$ cat config.mk
export PLATFORM = sky130hd
export DESIGN_NAME = underflow_down_counter
export DESIGN_NICKNAME = d
export VERILOG_FILES = /design/src/rtl/underflow_down_counter.sv
export SDC_FILE = /design/constraint.sdc
export NUM_CORES = 1
export LEC_CHECK = 0
export BUFFER_PORTS_ARGS = -buffer_cell sky130_fd_sc_hd__buf_2
export CAP_MARGIN = 20
export CORE_MARGIN = 2
export CORE_UTILIZATION = 40
export CTS_BUF_LIST = sky130_fd_sc_hd__clkbuf_4 sky130_fd_sc_hd__clkbuf_8
export CTS_CLUSTER_SIZE = 8
export DETAILED_ROUTE_END_ITERATION = 16
export REMOVE_ABC_BUFFERS = 1
export SKIP_LAST_GASP = 1
export SYNTH_ARGS = -nofsm -noshare
export SYNTH_HDL_FRONTEND = slang
export SYNTH_SLANG_ARGS = --single-unit
export TNS_END_PERCENT = 1
$ cat constraint.sdc
create_clock -name clk -period 2.5 [get_ports clk]
set_clock_uncertainty 0.15 [all_clocks]
set_input_delay 0.5 -clock clk [delete_from_list [all_inputs] [get_ports clk]]
set_output_delay 0.5 -clock clk [all_outputs]
set_load 0.05 [all_outputs]
$ cat src/rtl/underflow_down_counter.sv
// Loadable down-counter/timer with terminal-count detection, a sticky underflow
// flag and a one-cycle underflow pulse; one-shot or auto-reload operation.
module underflow_down_counter #(
  parameter int WIDTH = 4
) (
  input  logic             clk,
  input  logic             reset,
  input  logic             enable,
  input  logic             load,
  input  logic [WIDTH-1:0] load_value,
  input  logic             auto_reload,
  input  logic             clear_underflow,
  output logic [WIDTH-1:0] counter_out,
  output logic             underflow_out,
  output logic             underflow_pulse,
  output logic             busy
);

  typedef enum logic [1:0] {
    ST_IDLE,
    ST_RUN,
    ST_DONE
  } state_e;

  state_e           state_q, state_d;
  logic [WIDTH-1:0] cnt_q, cnt_d;
  logic [WIDTH-1:0] reload_q, reload_d;
  logic             uf_q, uf_d;
  logic             pulse_q, pulse_d;
  logic             uf_event;

  // An underflow event is an enabled RUN edge at zero that is not pre-empted by load.
  assign uf_event = (state_q == ST_RUN) && enable && (cnt_q == '0) && !load;

  // State and datapath registers; synchronous reset overrides everything.
  always_ff @(posedge clk) begin
    if (reset) begin
      state_q  <= ST_IDLE;
      cnt_q    <= '0;
      reload_q <= '0;
      uf_q     <= 1'b0;
      pulse_q  <= 1'b0;
    end else begin
      state_q  <= state_d;
      cnt_q    <= cnt_d;
      reload_q <= reload_d;
      uf_q     <= uf_d;
      pulse_q  <= pulse_d;
    end
  end

  // Next-state logic: load beats counting; sticky set beats clear.
  always_comb begin
    state_d  = state_q;
    cnt_d    = cnt_q;
    reload_d = reload_q;
    pulse_d  = 1'b0;
    uf_d     = clear_underflow ? 1'b0 : uf_q;

    if (load) begin
      cnt_d    = load_value;
      reload_d = load_value;
      state_d  = ST_RUN;
    end else if ((state_q == ST_RUN) && enable) begin
      if (cnt_q != '0) begin
        cnt_d = cnt_q - {{(WIDTH-1){1'b0}}, 1'b1};
      end else begin
        pulse_d = 1'b1;
        if (auto_reload) begin
          cnt_d = reload_q;
        end else begin
          state_d = ST_DONE;
        end
      end
    end

    if (uf_event) begin
      uf_d = 1'b1;
    end
  end

  assign counter_out     = cnt_q;
  assign underflow_out   = uf_q;
  assign underflow_pulse = pulse_q;
  assign busy            = (state_q == ST_RUN);

endmodule
* Yosys cells after proc, flatten, opt, wreduce, memory -nomap -nowiden *
Cells that the tools add are included.

storage, ports and cells
  bits in registers = 12

cells by class
  add/sub/neg operators = 1
  eq/ne operators = 3
  muxes and demuxes = 11
  bitwise gates (word level) = 3
  reductions and logical operators = 14

operator list
  kind                                                                count
  4-bit 2-to-1 mux                                                    4
  1-bit 2-to-1 mux                                                    7
  3-bit AND reduction                                                 2
  4-bit zero test                                                     1
  2-bit inequality test, second input constant                        2
  2-bit nonzero test                                                  2
  4-bit nonzero test                                                  1
  4-bit by 1-bit subtractor with 4-bit output, second input constant  1
  1-bit logical AND                                                   3
  1-bit NOT                                                           3
  3-bit nonzero test                                                  1
  3-bit OR reduction                                                  1
  2-bit by 1-bit == test with 1-bit output, second input constant     1
  2-bit AND reduction                                                 1
  2-bit OR reduction                                                  1
  1-bit zero test                                                     1

* Longest topological paths before layout *
  depth after elaboration = 5
  mapped depth = 6
  depth with buffers taken out = 6

* Worst setup path after synthesis *
OpenSTA, ideal clock, no wires.

  path type = reg2reg
  from = register cnt_q[0] (netlist: counter_out[0])
  to = register cnt_q[3] (netlist: counter_out[3])
  arrival time = 1930 ps
  data required time = 2264 ps
  path slack = 333 ps
  cell stages (with the launch flop) = 7
  buffers on the path = 0
  clock period less this slack = 2167 ps
  cell sequence = dfxtp_1 inv_1 ha_1 nor3b_2 a21bo_1 a311o_1 a221oi_2

between the ends
  longest elaborated chain between the ends = 4

RTL lines
  element                                                                                   RTL line  source
  from (decl)                                                                               26        logic [WIDTH-1:0] cnt_q, cnt_d;
  from (signal assigned)                                                                    45        cnt_q <= cnt_d;
  4-bit by 1-bit subtractor with 4-bit output / 4-bit nonzero test (equally long branches)  66, 65
  4-bit 2-to-1 mux                                                                          65        if (cnt_q != '0) begin
  4-bit 2-to-1 mux                                                                          64        end else if ((state_q == ST_RUN) && enable) begin
  4-bit 2-to-1 mux                                                                          60        if (load) begin

Parallel ways exist; a longest one is shown, timed or not. The select of a mux whose other input is x is not followed.
A chain may end at the register's enable or synchronous reset.

* Final worst setup path *
Same ends and word-level chain as after synthesis.

==> impl_metrics.json <==
{
  "status": "completed",
  "cts_resized": 0,
  "synth_area_um2": 604,
  "drt-initial-drc-count": 10,
  "crit_chain": "inv_1 -> ha_1 -> nor3b_2 -> a21bo_1 -> a311o_1 -> a221oi_2",
  "ioPinCount": 17,
  "final_common_cell": "buf_2",
  "holdBufCountCts": 0,
  "hp-class": "flop to flop",
  "timing.final.hold_violations": 0,
  "drtAntennaViolNets": 0,
  "p_leak_uw": 0.000329,
  "regArea_um2": 240,
  "layout_common_cells": "16 x buf_2, 12 x dfxtp_1, 9 x inv_1",
  "post-dp-hpwl_um": 871,
  "fin_crit_sh_pct": 76.8,
  "fp-row-count": 14,
  "whs_path_depth": 2,
  "fillers": 150,
  "grt_pass1_vias": 445,
  "worstMarginPinSlew_ns": 0.423,
  "setup_viol": 0,
  "io_buffers": 16,
  "r2r-end": "counter_out[3]",
  "worstPathRequired_ns": 2.54,
  "cts.sinks": 12,
  "start_util_pct": 41.6,
  "crit_start": "counter_out[0]",
  "grt_pass1_wl_mm": 1.90,
  "fmax_ghz": 0.521,
  "rrSetupSlack_ns": 0.58,
  "netlist_instances": 68,
  "grt_max_degree": 14,
  "crit_path_end_kind": "flop",
  "placed_area_um2": 676,
  "stdcell_area_um2": 712,
  "yosysUniqueCellTypes": 27,
  "timing.max_cap.violations": 0,
  "dr.pass1.iters": 2,
  "slew_headroom_pct": 71.7,
  "slowest_stage": "dfxtp_1",
  "pwr_density_cell_nw_per_um2": 647,
  "htree_num_levels": 1,
  "routed_wl_mm": 1.16,
  "multiInputGateArea_um2": 302,
  "ys_seq_elements": 12,
  "drt-wirelength-per-cell_um": 11.5,
  "dieHeight_um": 42.9,
  "worstHoldStart": "underflow_out",
  "path_delay_family": "compound AO/OA/AOI/OAI gates",
  "antennaDiodeCount": 0,
  "holdPathEnd": "underflow_out",
  "vias_per_cell": 5.09,
  "critPathLaunchType": "flop",
  "drc": 0,
  "timing.setup.tns_ns": 0,
  "cp_num_buf_inv": 1,
  "yosysSeqAreaShare_pct": 39.8,
  "synth_area_leader_cell": "dfxtp_1",
  "clockBufferDepth": 2,
  "die_w_um": 42.9,
  "cts_setup_buffers": 0,
  "min_period_ns": 1.92,
  "reg2reg_depth": 6,
  "synth_top_area_share_pct": 39.8,
  "grt_antenna_before_repair": 0,
  "track_usage_pct": 14.1,
  "fin_nets": 97,
  "clk_pin_slew_worst_paths_ns": 0.07,
  "grt-ovfl-total": 0,
  "synth_area_leaders": "dfxtp_1 40%, mux2i_1 8.3%, inv_1 5.6%",
  "critical_path.max_fanout": 7,
  "numCtsBuffers": 3,
  "grt_setup_unrepaired": "no",
  "gp_congestion": 0.701,
  "area_growth_pct": 17.8,
  "slew_viol_final": 0,
  "ir_worst_vdd_uv": 403,
  "cts_root_buf": "clkbuf_4",
  "yosysWarnings": 0,
  "drive_gt1_share_pct": 27.1,
  "syn-mean-instance-area_um2": 8.89,
  "path_class": "flop to flop",
  "core_um2": 1450,
  "r2r-start": "counter_out[0]",
  "dieArea_um2": 1840,
  "crit_arrival_ns": 1.96,
  "vias": 514,
  "clock_latency_ns": 0.27,
  "cpPeakStageDelay_ns": 0.44,
  "cts_tree": "built"
}
-- where the power goes --
part	switching (uW)	total, uW	internal (uW)	leakage (uW)
combinational	60.6	95.0	34.4	0.000209
clock	64.4	153	88.5	0.0000210
sequential	11.0	213	202	0.0000989
-- state kept, by name, indices dropped and copies added, names as in the netlist --
name	flops
underflow_out	1
reload_q	4
state_q	2
underflow_pulse	1
counter_out	4
-- layout make-up --
type | count | area share [%]
Multi-Input combinational cell | 44 | 42.4
Tap cell | 16 | 2.81
Timing Repair Buffer | 16 | 11.2
Sequential cell | 12 | 33.7
Clock buffer | 4 | 5.10
Inverter | 9 | 4.75
-- metrics by stage --
stage	util [%]	cells	setup slack, ns	total power, uW	hold WS (ns)
detailed placement	46.5	97	0.610	312	0.322
global placement	46.5	97	0.619	312	0.313
global route	49.0	101	0.464	485	0.344
finish	49.0	101	0.579	461	0.329
floorplan	-	65	0.333	283	0.302
CTS	49.0	101	0.590	468	0.322
-- logic make-up after synthesis --
group,after synthesis,share of synthesized area [%]
flip-flops,12,39.8
multiplexers,5,8.28
buffers and inverters,12,10.4
adder cells (fa/ha/maj),1,2.07
AND/OR/NAND/NOR,19,16.6
AO/OA/AOI/OAI,19,23.0
-- worst max path at each step --
stage / to / depth (start not counted) / slack, ns
after detailed placement: counter_out[3] / 5 / 0.61
final: counter_out[3] / 6 / 0.58
after global routing: counter_out[3] / 6 / 0.46
after floorplan: counter_out[3] / 6 / 0.33
after CTS: counter_out[3] / 6 / 0.59
after global placement: counter_out[3] / 5 / 0.62
-- cell usage after synthesis, drive strengths merged --
cell	count
a21bo	1
nand2	4
a21oi	6
a311o	1
a311oi	1
o31a	1
nor3b	1
inv	9
dfxtp	12
ha	1
clkbuf	1
and2b	1
o2bb2ai	1
a221oi	3
buf	2
o21ai	2
nand2b	1
nor4	1
a31oi	2
nand3	1
nor3	3
o21a	1
and3b	1
nor2	6
mux2i	5
-- layer usage --
metal	GRT usage, %	vias up	share of wire (%)
met5	0	-	0
met1	17.6	228	50
met3	7.66	0	4.9
met2	20.0	10	45
met4	5.63	0	0
li1	-	276	-
-- worst min-delay path, cell delays in order, from the launching register on --
cell and delay [ns]:
dfxtp_1 0.31, nand2b_1 0.06, a21oi_1 0.06
Power figures use the tool's default switching activity.
